## config.mk

```make
export PLATFORM = sky130hd
export DESIGN_NAME = traffic_phase_ctrl
export DESIGN_NICKNAME = d
export VERILOG_FILES = /design/src/rtl/traffic_phase_ctrl.sv
export SDC_FILE = /design/constraint.sdc
export NUM_CORES = 1
export LEC_CHECK = 0
export BUFFER_PORTS_ARGS = -buffer_cell sky130_fd_sc_hd__buf_2
export CORE_ASPECT_RATIO = 1.5
export CORE_MARGIN = 2
export CORE_UTILIZATION = 30
export DETAILED_ROUTE_END_ITERATION = 10
export GPL_TIMING_DRIVEN = 0
export PLACE_DENSITY_LB_ADDON = 0.2
export SLEW_MARGIN = 40
export SYNTH_ARGS = -nofsm -noshare
export SYNTH_HDL_FRONTEND = slang
export SYNTH_SLANG_ARGS = --single-unit
```

## constraint.sdc

```tcl
create_clock -name clk -period 5.8 [get_ports clk]
set_input_delay 1.45 -clock clk [delete_from_list [all_inputs] [get_ports clk]]
set_output_delay 1.45 -clock clk [all_outputs]
set_load 0.01 [all_outputs]
```

## src/rtl/traffic_phase_ctrl.sv

```systemverilog
// Two-road (highway / country road) traffic phase sequencer timed in external tick pulses.
// Define PED_CROSS_EN to add the pedestrian request input (ped_req) and the walk lamp output.
module traffic_phase_ctrl #(
  parameter int CNT_W     = 8,
  parameter int GREEN_MIN = 4,
  parameter int GREEN_MAX = 8,
  parameter int YELLOW_T  = 2,
  parameter int ALLRED_T  = 1
) (
  input  logic       clk,
  input  logic       reset,
  input  logic       tick,
  input  logic       sensor,
`ifdef PED_CROSS_EN
  input  logic       ped_req,
  output logic       walk,
`endif
  output logic [1:0] hw_light,
  output logic [1:0] cr_light,
  output logic [2:0] state,
  output logic       phase_chg
);

  localparam logic [2:0] HW_GREEN  = 3'd0;
  localparam logic [2:0] HW_YELLOW = 3'd1;
  localparam logic [2:0] ALLRED_A  = 3'd2;
  localparam logic [2:0] CR_GREEN  = 3'd3;
  localparam logic [2:0] CR_YELLOW = 3'd4;
  localparam logic [2:0] ALLRED_B  = 3'd5;

  localparam logic [CNT_W-1:0] T_GMIN = CNT_W'(GREEN_MIN - 1);
  localparam logic [CNT_W-1:0] T_GMAX = CNT_W'(GREEN_MAX - 1);
  localparam logic [CNT_W-1:0] T_YEL  = CNT_W'(YELLOW_T - 1);
  localparam logic [CNT_W-1:0] T_AR   = CNT_W'(ALLRED_T - 1);
  localparam logic [CNT_W-1:0] T_SAT  = '1;

  logic [CNT_W-1:0] timer;
  logic             req;
  logic [2:0]       next_state;
  logic             req_src;
  logic             walk_hold;
  logic             req_window;
  logic             cr_entry;

  // Lamp pair {hw, cr} for a state; illegal codes show the reset lamps.
  function automatic logic [3:0] lamps(input logic [2:0] s);
    case (s)
      HW_GREEN:  lamps = 4'b10_00;
      HW_YELLOW: lamps = 4'b01_00;
      CR_GREEN:  lamps = 4'b00_10;
      CR_YELLOW: lamps = 4'b00_01;
      ALLRED_A,
      ALLRED_B:  lamps = 4'b00_00;
      default:   lamps = 4'b10_00;
    endcase
  endfunction

`ifdef PED_CROSS_EN
  logic ped_lat;
  assign req_src   = sensor | ped_req;
  assign walk_hold = walk;
`else
  assign req_src   = sensor;
  assign walk_hold = 1'b0;
`endif

  assign req_window = (state == HW_GREEN) || (state == HW_YELLOW) ||
                      (state == ALLRED_A) || (state == ALLRED_B);
  assign cr_entry   = (next_state == CR_GREEN) && (state != CR_GREEN);

  always_comb begin
    next_state = state;
    case (state)
      HW_GREEN:  if (tick && (timer >= T_GMIN) && (req || req_src)) next_state = HW_YELLOW;
      HW_YELLOW: if (tick && (timer == T_YEL)) next_state = ALLRED_A;
      ALLRED_A:  if (tick && (timer == T_AR))  next_state = CR_GREEN;
      // A lit walk lamp keeps CR green until the GREEN_MAX cap.
      CR_GREEN:  if (tick && (((timer >= T_GMIN) && !sensor && !walk_hold) || (timer == T_GMAX)))
                   next_state = CR_YELLOW;
      CR_YELLOW: if (tick && (timer == T_YEL)) next_state = ALLRED_B;
      ALLRED_B:  if (tick && (timer == T_AR))  next_state = HW_GREEN;
      default:   next_state = HW_GREEN;
    endcase
  end

  always_ff @(posedge clk or posedge reset) begin
    if (reset) begin
      state     <= HW_GREEN;
      timer     <= '0;
      req       <= 1'b0;
      phase_chg <= 1'b0;
      hw_light  <= 2'b10;
      cr_light  <= 2'b00;
    end else begin
      state                <= next_state;
      phase_chg            <= (next_state != state);
      {hw_light, cr_light} <= lamps(next_state);
      if (next_state != state)
        timer <= '0;
      else if (tick && (timer != T_SAT))
        timer <= timer + 1'b1;
      // Clearing on CR_GREEN entry wins over a same-cycle request.
      if (cr_entry)
        req <= 1'b0;
      else if (req_src && req_window)
        req <= 1'b1;
    end
  end

`ifdef PED_CROSS_EN
  always_ff @(posedge clk or posedge reset) begin
    if (reset) begin
      ped_lat <= 1'b0;
      walk    <= 1'b0;
    end else begin
      if (cr_entry)
        ped_lat <= 1'b0;
      else if (ped_req && req_window)
        ped_lat <= 1'b1;
      if (cr_entry)
        walk <= ped_lat;
      else if (next_state != CR_GREEN)
        walk <= 1'b0;
    end
  end
`endif

endmodule

```

==> results of run 1 <==
-- worst paths after layout --
path / from / to / slack, ns / cells past startpoint
hold / removal: req$_DFFE_PP0P_ / req$_DFFE_PP0P_ / 0.55 / 2
hold reg to reg: req$_DFFE_PP0P_ / req$_DFFE_PP0P_ / 0.55 / 2
setup / recovery: tick / state[0]$_DFF_PP0_ / 2.93 / 6
setup reg to reg: timer[6]$_DFFE_PP0P_ / state[0]$_DFF_PP0_ / 3.64 / 6
min in group asynchronous: reset / timer[5]$_DFFE_PP0P_ / 1.29 / 2
max in group asynchronous: reset / state[2]$_DFF_PP0_ / 4.08 / 2
-- final cells by class --
type	instances	area share [%]
Sequential cell	17	35.3
Inverter	5	1.55
Timing Repair Buffer	11	4.56
Multi-Input combinational cell	84	48.3
Tap cell	42	4.35
Clock buffer	4	3.73
Buffer	5	2.18
-- per-stage QoR --
step / hold slack (ns) / instances / utilization [%] / area, um^2
6_report: 0.549 / 168 / 35.7 / 1210
5_1_grt: 0.620 / 168 / 35.7 / 1210
4_1_cts: 0.561 / 168 / 35.7 / 1210
3_5_place_dp: 0.545 / 164 / 34.4 / 1160
3_3_place_gp: 0.536 / 164 / 34.2 / 1160
2_1_floorplan: 0.484 / 111 / - / 1050
-- metal layers --
metal / share of wire (%) / GRT usage [%] / vias up
li1: - / - / 434
met1: 41 / 14.1 / 419
met2: 55 / 23.6 / 13
met3: 2.5 / 1.76 / 5
met4: 1.8 / 4.62 / 0
met5: 0 / 0 / -
-- cell families (layout without fill, tap and decap cells) --
family / count (synthesis) / in the layout
AND/OR/NAND/NOR: 51 / 51
AO/OA/AOI/OAI: 26 / 26
flip-flops: 17 / 17
buffers and inverters: 10 / 25
adder cells (fa/ha/maj): 3 / 3
XOR/XNOR: 3 / 3
multiplexers: 1 / 1
-- sequential cells by signal, indices dropped and copies added (netlist names) --
signal / flops
timer: 8
state: 3
hw_light: 2
cr_light: 2
phase_chg: 1
req: 1
-- power groups by stage --
stage,logic (mW),registers [mW],clock network (mW)
after floorplan,0.195,0.184,0
after global placement,0.266,0.179,0
after detailed placement,0.271,0.181,0
after CTS,0.274,0.179,0.0934
after global routing,0.300,0.183,0.0954
final,0.270,0.178,0.0905
-- critical path: stages --
cell and delay, ns:
buf_2 0.16, or3b_2 0.51, nor3_4 0.21, o22ai_2 0.14, a311o_1 0.38, a21o_1 0.17
-- cell usage in the layout, fill, tap and decap left out, types with 3 or more instances in the layout --
cell type	count
nor2_1	6
a21oi_1	7
buf_2	11
o21ai_0	3
nor3_1	7
ha_1	3
and2_1	4
and3_1	3
nor2b_1	3
nand2_1	10
dfrtp_1	16
clkbuf_8	3
inv_1	5
clkbuf_1	5
==> impl_metrics.env, run 1 <==
export IMPL_fillers=358
export IMPL_setup_slack_ns=2.93
export IMPL_rsz0062_at_grt="false"
export IMPL_cts_tree="built"
export IMPL_total_power_mw=0.539
export IMPL_cts_sinks=17
export IMPL_worst_skew_pair_late_latency_ns=0.25
export IMPL_synth_top_family_by_area="simple AND/OR/NAND/NOR gates"
export IMPL_end_kind="flip-flop"
export IMPL_cts_setup_buffers=0
export IMPL_die_h_um=76.4
export IMPL_drt_iter0_drc=14
export IMPL_synth_fa_ha_area_share_pct=3.58
export IMPL_hold_class="flip-flop to flip-flop"
export IMPL_grt_start_max_net_pins=18
export IMPL_pre_cts_ws_ns=2.66
export IMPL_period_needed_ns=2.87
export IMPL_internal_power_mw=0.309
export IMPL_p_seq_share_pct=33.1
export IMPL_yosys_area_share_simple_pct=30.5
export IMPL_grt_pass1_vias=910
export IMPL_combinationalPowerShare_pct=50.1
export IMPL_die_x_um=52.3
export IMPL_clk_path_buf_depth=2
export IMPL_hpwl_mm=1.80
export IMPL_antenna_cells=0
export IMPL_ff_latch_area_um2=427
export IMPL_rows=26
export IMPL_crit_required_ns=5.95
export IMPL_via_per_inst=5.18
export IMPL_syn_area_per_cell_um2=9.46
export IMPL_antenna_found_initial=0
export IMPL_syn_to_final_growth_pct=15.0
export IMPL_cts_max_level=1
export IMPL_synth_seq_cells=17
export IMPL_p_per_area_nw_per_um2=446
export IMPL_synth_distinct_cells=42
export IMPL_ys_async_sr_fraction_pct=100
export IMPL_critPathKind="input pin to flip-flop"
export IMPL_drive_gt1_share_pct=22.2
export IMPL_synth_net_count=118
export IMPL_cts_root_buf="clkbuf_8"
export IMPL_first_pass_iters=4
export IMPL_swShare_pct=42.7
export IMPL_ys_top_cells_by_count="dfrtp_1 (16), nand2_1 (10), a21oi_1 (7), nor3_1 (7), nor2_1 (6)"
export IMPL_start_util_pct=31.0
export IMPL_power_leakage_nw=0.548
export IMPL_antenna_left=0
export IMPL_clk_transition_reported_paths_ns=0.07
export IMPL_tns_ns=0
export IMPL_timing_final_crit_share_pct=49.5
export IMPL_cp_arrival_ns=3.02
export IMPL_slew_viol_final=0
export IMPL_cts_made_buffers=3
export IMPL_hold_violations=0
export IMPL_multi_input_area_um2=583
export IMPL_postRouteWirelength_mm=2.38
export IMPL_post_cts_resized=0
export IMPL_synth_top_area_share_pct=38.1
export IMPL_slew_limit_headroom_pct=48.3
export IMPL_routabilityCongestion=0.821
export IMPL_synth_flop_cell="dfrtp_1"
export IMPL_tightest_slew_ns=0.771
export IMPL_cp_max_fo=8
export IMPL_fin_nets=134
export IMPL_switching_power_mw=0.230
export IMPL_ys_seq_area_share_pct=40.6
export IMPL_skew_ns=0.00239
export IMPL_grt_pass1_wl_mm=3.97
export IMPL_status="completed"
export IMPL_cts_hold_fix_buffers=0
export IMPL_synth_compound_area_share_pct=17.5
export IMPL_synth_xor_area_share_pct=2.50
export IMPL_io_buffers=11
export IMPL_die_area_um2=4000
export IMPL_setup_viol=0
export IMPL_gr_total_overflow=0
export IMPL_ir_worst_vdd_v=0.000157
export IMPL_synth_cells=111
export IMPL_vias=871
export IMPL_netlist_area_um2=1050
export IMPL_synth_edf_count=0
export IMPL_p_clk_share_pct=16.8
export IMPL_grt_usage_pct=12.8
export IMPL_maxCapViolCount=0
export IMPL_num_io_pins=12
export IMPL_yosysMostFrequentCell="dfrtp_1"
export IMPL_yosysTopAreaCell="dfrtp_1"
export IMPL_critPathLaunchType="input pin"
export IMPL_wl_per_cell_um=14.2
export IMPL_ys_top_cells_by_area="dfrtp_1 (38%), ha_1 (3.6%), nand2_1 (3.6%), a21oi_1 (3.3%), nor3_1 (3.3%)"
export IMPL_drc=0
export IMPL_muxShareOfSynthArea_pct=0.954
export IMPL_fmaxAchievable_ghz=0.348
export IMPL_yosysWarnings=0
export IMPL_core_area_um2=3380
Power figures use the tool's default switching activity.
==> run 2, diff against run 1 <==
--- a/config.mk
+++ b/config.mk
@@ -5,6 +5,7 @@
 export SDC_FILE = /design/constraint.sdc
 export NUM_CORES = 1
 export LEC_CHECK = 0
+export ABC_AREA = 1
 export BUFFER_PORTS_ARGS = -buffer_cell sky130_fd_sc_hd__buf_2
 export CORE_ASPECT_RATIO = 1.5
 export CORE_MARGIN = 2
==> constraint.sdc (replaced) <==
create_clock -name clk -period 2.5 [get_ports clk]
set_input_delay 0.625 -clock clk [delete_from_list [all_inputs] [get_ports clk]]
set_output_delay 0.625 -clock clk [all_outputs]
set_load 0.01 [all_outputs]
==> impl_metrics.env, run 2 <==
export IMPL_die_h_um=77.0
export IMPL_skew_ns=0.00348
export IMPL_switching_power_mw=0.452
export IMPL_post_cts_resized=0
export IMPL_rsz0062_at_grt="false"
export IMPL_swShare_pct=41.9
export IMPL_yosysWarnings=0
export IMPL_vias=828
export IMPL_status="completed"
export IMPL_critPathKind="flip-flop to flip-flop"
export IMPL_rows=26
export IMPL_syn_to_final_growth_pct=14.3
export IMPL_maxCapViolCount=0
export IMPL_p_per_area_nw_per_um2=886
export IMPL_clk_path_buf_depth=2
export IMPL_ir_worst_vdd_v=0.000440
export IMPL_hold_violations=0
export IMPL_placed_cell_area_um2=1170
export IMPL_fin_area_um2=1220
export IMPL_clk_transition_reported_paths_ns=0.07
export IMPL_largest_reg_flops=8
export IMPL_highest_layer="met4"
export IMPL_hold_class="input pin to asynchronous set/reset pin"
export IMPL_cts_root_buf="clkbuf_8"
export IMPL_grt_pass1_vias=871
export IMPL_via_per_inst=4.43
export IMPL_yosysTopAreaCell="dfrtp_1"
export IMPL_drive_gt1_share_pct=33.8
export IMPL_top_regs="timer: 8 flops, state: 3 flops"
export IMPL_wl_met3_um=55
export IMPL_cts_made_buffers=3
export IMPL_core_area_um2=3420
export IMPL_hold_worst_slack_ns=0.450
export IMPL_cts_max_level=1
export IMPL_power_leakage_nw=0.603
export IMPL_first_pass_iters=4
export IMPL_slew_viol_final=0
export IMPL_ys_seq_area_share_pct=40.1
export IMPL_num_io_pins=12
export IMPL_layout_commonest_cell="nand2_1"
export IMPL_wl_met1_um=853
export IMPL_slew_limit_headroom_pct=56.7
export IMPL_final_cell_mix="nand2_1 (28), dfrtp_1 (16), nor2_1 (14)"
export IMPL_ys_async_sr_fraction_pct=100
export IMPL_syn_area_per_cell_um2=8.19
export IMPL_cp_max_fo=9
export IMPL_crit_required_ns=2.69
export IMPL_drc=0
export IMPL_synth_distinct_cells=25
export IMPL_internal_power_mw=0.627
export IMPL_setup_viol=0
export IMPL_hpwl_mm=1.53
export IMPL_tns_ns=0
export IMPL_antenna_left=0
export IMPL_dr_wl_met2_um=970
export IMPL_worst_skew_pair_late_latency_ns=0.25
export IMPL_pre_cts_ws_ns=0.619
export IMPL_gr_total_overflow=0
export IMPL_synth_seq_cells=17
export IMPL_wl_per_cell_um=10.3
export IMPL_grt_start_max_net_pins=18
export IMPL_postRouteWirelength_mm=1.92
export IMPL_ys_top_cells_by_count="nand2_1 (28), dfrtp_1 (16), nor2_1 (14)"
export IMPL_setup_slack_ns=0.707
export IMPL_combinationalPowerShare_pct=44.3
export IMPL_regMostFlops="timer"
export IMPL_antenna_found_initial=0
export IMPL_tightest_slew_ns=0.649
export IMPL_synth_top_area_share_pct=37.6
export IMPL_period_needed_ns=1.79
export IMPL_timing_final_crit_share_pct=71.7
export IMPL_cts_setup_buffers=0
export IMPL_synth_net_count=137
export IMPL_synth_cells=130
export IMPL_cts_hold_fix_buffers=0
export IMPL_critPathLaunchType="flip-flop"
export IMPL_io_buffers=11
export IMPL_synth_edf_count=0
export IMPL_drt_iter0_drc=3
export IMPL_fmaxAchievable_ghz=0.558
export IMPL_p_clk_share_pct=19.0
export IMPL_end_kind="flip-flop"
export IMPL_ys_top_cells_by_area="dfrtp_1 (38%), nand2_1 (9.9%), nor2_2 (5.3%), nor2_1 (4.9%), inv_1 (4.2%)"
export IMPL_routabilityCongestion=0.783
export IMPL_grt_pass1_wl_mm=3.67
export IMPL_netlist_area_um2=1060
export IMPL_p_seq_share_pct=36.7
export IMPL_cp_arrival_ns=1.98
export IMPL_antenna_cells=0
export IMPL_die_area_um2=4050
export IMPL_synth_flop_cell="dfrtp_1"
export IMPL_start_util_pct=31.2
export IMPL_yosysMostFrequentCell="nand2_1"
export IMPL_fin_nets=153
export IMPL_die_x_um=52.6
export IMPL_cts_sinks=17
export IMPL_fin_cells=187
export IMPL_cts_tree="built"
export IMPL_dp_cells=183
export IMPL_grt_usage_pct=12.0
==> run 2: cell count changes after synthesis, sizes merged, moves of 5 or more <==
cell,before,now
nor2,6,25
nand2,10,37
nand3,2,9
a21oi,7,2
inv,5,19
==> run 2: power by group through the flow <==
stage               Sequential, mW  Clock (mW)  Combinational [mW]
floorplan                    0.419           0               0.347
global placement             0.401           0               0.484
detailed placement           0.401           0               0.488
CTS                          0.397       0.217               0.490
global route                 0.411       0.229               0.552
finish                       0.396       0.205               0.478
==> run 2: routing by layer <==
layer | up-vias | track usage (%)
met3 | 5 | 2.33
met4 | 0 | 6.15
met1 | 379 | 14.6
li1 | 432 | -
met2 | 12 | 19.4
met5 | - | 0
==> run 2: area by class of cell <==
cell class / count / area [um^2]
inverter: 19 / 71.3
fill: 371 / 2200
multi-input combinational: 94 / 567
timing repair buffer: 11 / 55.1
sequential: 17 / 427
clock buffer: 4 / 45.0
tap: 42 / 52.6
==> run 2: final timing paths <==
check / startpoint / endpoint / slack (ns) / cells past startpoint
worst max-delay path: timer[0]$_DFFE_PP0P_ / timer[4]$_DFFE_PP0P_ / 0.71 / 8
worst min-delay path: reset / timer[3]$_DFFE_PP0P_ / 0.45 / 2
worst max register to register: timer[0]$_DFFE_PP0P_ / timer[4]$_DFFE_PP0P_ / 0.71 / 8
worst min register to register: req$_DFFE_PP0P_ / req$_DFFE_PP0P_ / 0.51 / 2
max in group asynchronous: reset / state[1]$_DFF_PP0_ / 1.63 / 2
min in group clk: req$_DFFE_PP0P_ / req$_DFFE_PP0P_ / 0.51 / 2
==> run 2: critical path, cell delays in order, from the launching register on <==
cell and delay [ns]:
dfrtp_1 0.40, ha_1 0.26, nand2_1 0.10, nor3_1 0.07, a21oi_2 0.35, nand3_1 0.17, o21ai_0 0.19, nand2_1 0.08
nor2_2 0.10
==> run 2: cell families (layout without fill, tap and decap cells) <==
| logic type | after synthesis | in the layout | synth area share (%) |
|---|---|---|---|
| AO/OA/AOI/OAI | 8 | 8 | 5.17 |
| adder cells (fa/ha/maj) | 3 | 3 | 3.53 |
| XOR/XNOR | 5 | 5 | 4.11 |
| AND/OR/NAND/NOR | 78 | 78 | 40.4 |
| buffers and inverters | 19 | 34 | 6.70 |
| flip-flops | 17 | 17 | 40.1 |
==> run 2: through the flow <==
step / power (mW) / util [%]
global placement: 0.884 / 34.3
CTS: 1.10 / 35.6
floorplan: 0.767 / -
global route: 1.19 / 35.6
detailed placement: 0.890 / 34.3
finish: 1.08 / 35.6
==> run 3, diff against run 2 <==
--- a/config.mk
+++ b/config.mk
@@ -5,7 +5,7 @@
 export SDC_FILE = /design/constraint.sdc
 export NUM_CORES = 1
 export LEC_CHECK = 0
-export ABC_AREA = 1
+export ABC_AREA = 0
 export BUFFER_PORTS_ARGS = -buffer_cell sky130_fd_sc_hd__buf_2
 export CORE_ASPECT_RATIO = 1.5
 export CORE_MARGIN = 2
==> constraint.sdc (replaced) <==
create_clock -name clk -period 1.84 [get_ports clk]
set_input_delay 0.46 -clock clk [delete_from_list [all_inputs] [get_ports clk]]
set_output_delay 0.46 -clock clk [all_outputs]
set_load 0.01 [all_outputs]
==> impl_metrics.env, run 3 (synthesized netlist as in run 1, its figures left out) <==
export IMPL_status="complete, but fails checks"
export IMPL_failed_checks="negative setup slack"
export IMPL_pre_cts_ws_ns=-0.235
export IMPL_rsz0062_at_grt="true"
export IMPL_timing_final_crit_share_pct=110
export IMPL_period_needed_ns=2.02
export IMPL_cp_max_fo=7
export IMPL_slew_viol_final=0
export IMPL_via_per_inst=5.40
export IMPL_antenna_cells=0
export IMPL_final_cell_mix="dfrtp_1 (15), buf_2 (11), nand2_1 (9)"
export IMPL_drive_gt1_share_pct=37.1
export IMPL_largest_reg_flops=8
export IMPL_critPathLaunchType="flip-flop"
export IMPL_hold_class="input pin to asynchronous set/reset pin"
export IMPL_power_leakage_nw=0.593
export IMPL_slew_limit_headroom_pct=56.8
export IMPL_io_buffers=11
export IMPL_worstSetupStartpoint="timer[3]$_DFFE_PP0P_"
export IMPL_top_regs="timer: 8 flops, state: 3 flops"
export IMPL_fin_nets=140
export IMPL_first_pass_iters=4
export IMPL_num_io_pins=12
export IMPL_cp_arrival_ns=2.16
export IMPL_fmaxAchievable_ghz=0.496
export IMPL_antenna_found_initial=0
export IMPL_cts_tree="built"
export IMPL_fillers=364
export IMPL_crit_required_ns=1.99
export IMPL_reg2reg_from="timer[3]$_DFFE_PP0P_"
export IMPL_hpwl_mm=1.73
export IMPL_endpoint="state[0]$_DFF_PP0_"
export IMPL_critPathKind="flip-flop to flip-flop"
export IMPL_start_util_pct=31.0
export IMPL_grt_pass1_vias=899
export IMPL_clk_transition_reported_paths_ns=0.07
export IMPL_die_h_um=76.4
export IMPL_p_per_area_nw_per_um2=1450
export IMPL_cts_made_buffers=3
export IMPL_layout_commonest_cell="dfrtp_1"
export IMPL_die_area_um2=4000
export IMPL_cts_max_level=1
export IMPL_worst_skew_pair_late_latency_ns=0.25
export IMPL_setup_viol=14
export IMPL_cts_hold_fix_buffers=0
export IMPL_cts_sinks=17
export IMPL_hold_worst_slack_ns=0.283
export IMPL_grt_usage_pct=13.8
export IMPL_grt_pass1_wl_mm=4.22
export IMPL_clk_path_buf_depth=2
export IMPL_grt_start_max_net_pins=18
export IMPL_setup_slack_ns=-0.176
export IMPL_maxCapViolCount=0
export IMPL_regMostFlops="timer"
export IMPL_rows=26
export IMPL_gr_total_overflow=0
export IMPL_wl_per_cell_um=15.0
export IMPL_skew_ns=0.00156
export IMPL_core_area_um2=3380
export IMPL_drc=0
export IMPL_hold_violations=0
export IMPL_drt_iter0_drc=26
export IMPL_antenna_left=0
export IMPL_fin_cells=174
export IMPL_routabilityCongestion=0.857
export IMPL_die_x_um=52.3
export IMPL_vias=940
export IMPL_postRouteWirelength_mm=2.61
export IMPL_cts_root_buf="clkbuf_8"
export IMPL_r2r_cells=6
export IMPL_tightest_slew_ns=0.647
export IMPL_r2r_end="state[0]$_DFF_PP0_"
export IMPL_end_kind="flip-flop"
export IMPL_ir_worst_vdd_v=0.000621
export IMPL_dp_cells=164
export IMPL_reg2reg_slack_ns=-0.18
export IMPL_syn_to_final_growth_pct=28.5
-- run 3: how the worst min path moves through the flow --
stage | start | endpoint | slack (ns) | cells after the start
6_report | reset | state[0]$_DFF_PP0_ | 0.28 | 2
5_1_grt | reset | state[2]$_DFF_PP0_ | 0.36 | 2
4_1_cts | reset | state[0]$_DFF_PP0_ | 0.32 | 2
3_5_place_dp | req$_DFFE_PP0P_ | req$_DFFE_PP0P_ | 0.54 | 2
3_3_place_gp | req$_DFFE_PP0P_ | req$_DFFE_PP0P_ | 0.53 | 2
2_1_floorplan | reset | cr_light[0]$_DFF_PP0_ | 0.39 | 1
-- run 3: cell type report --
cell class              count  area [um^2]  share of cell area (%)
inverters                   5         18.8                    1.39
plain buffers               3         20.0                    1.48
clock buffers               3         41.3                    3.06
multi-input cells          85          668                    49.5
repair buffers             18          115                    8.53
flip-flops and latches     17          428                    31.7
clock inverters             1         5.00                   0.371
well taps                  42         52.6                    3.90
-- run 3: stage by stage --
step	cell area (um^2)	power (mW)	TNS (ns)	util [%]
after floorplan	1060	1.22	-0.166	-
after global placement	1170	1.43	-2.00	34.7
after detailed placement	1170	1.44	-2.18	34.7
after CTS	1330	1.92	-0.704	39.3
after global routing	1350	2.09	-2.30	39.9
final	1350	1.96	-1.10	39.9
-- run 3: routing by layer --
metal	global-route usage (%)	vias up	wire length, um	part of all wire [%]
met4	5.64	0	40	1.5
met2	23.8	20	1420	54
met3	1.76	6	85	3.3
met5	0	-	0	0
met1	16.7	469	1070	41
li1	-	445	-	-
-- run 3: repair_timing --
item | CTS | global route
gates cloned | 1 | 0
endpoints found under the setup margin | 13 | 14
pin swaps | 7 | 8
buffers inserted | 6 | 2
resized for setup | 14 | 5
-- run 3: where the power goes --
part	total [mW]	switching (mW)	leakage (nW)	internal, mW
clock network	0.285	0.135	0.0255	0.150
registers	0.572	0.0869	0.215	0.485
logic	1.10	0.641	0.353	0.457
-- run 3: worst max-delay path, cell delays in order, from the launching register on --
cell	delay (ns)
dfrtp_1	0.38
or4_1	0.53
buf_6	0.17
nor3_4	0.19
o22ai_2	0.10
a311o_1	0.38
a21o_1	0.17
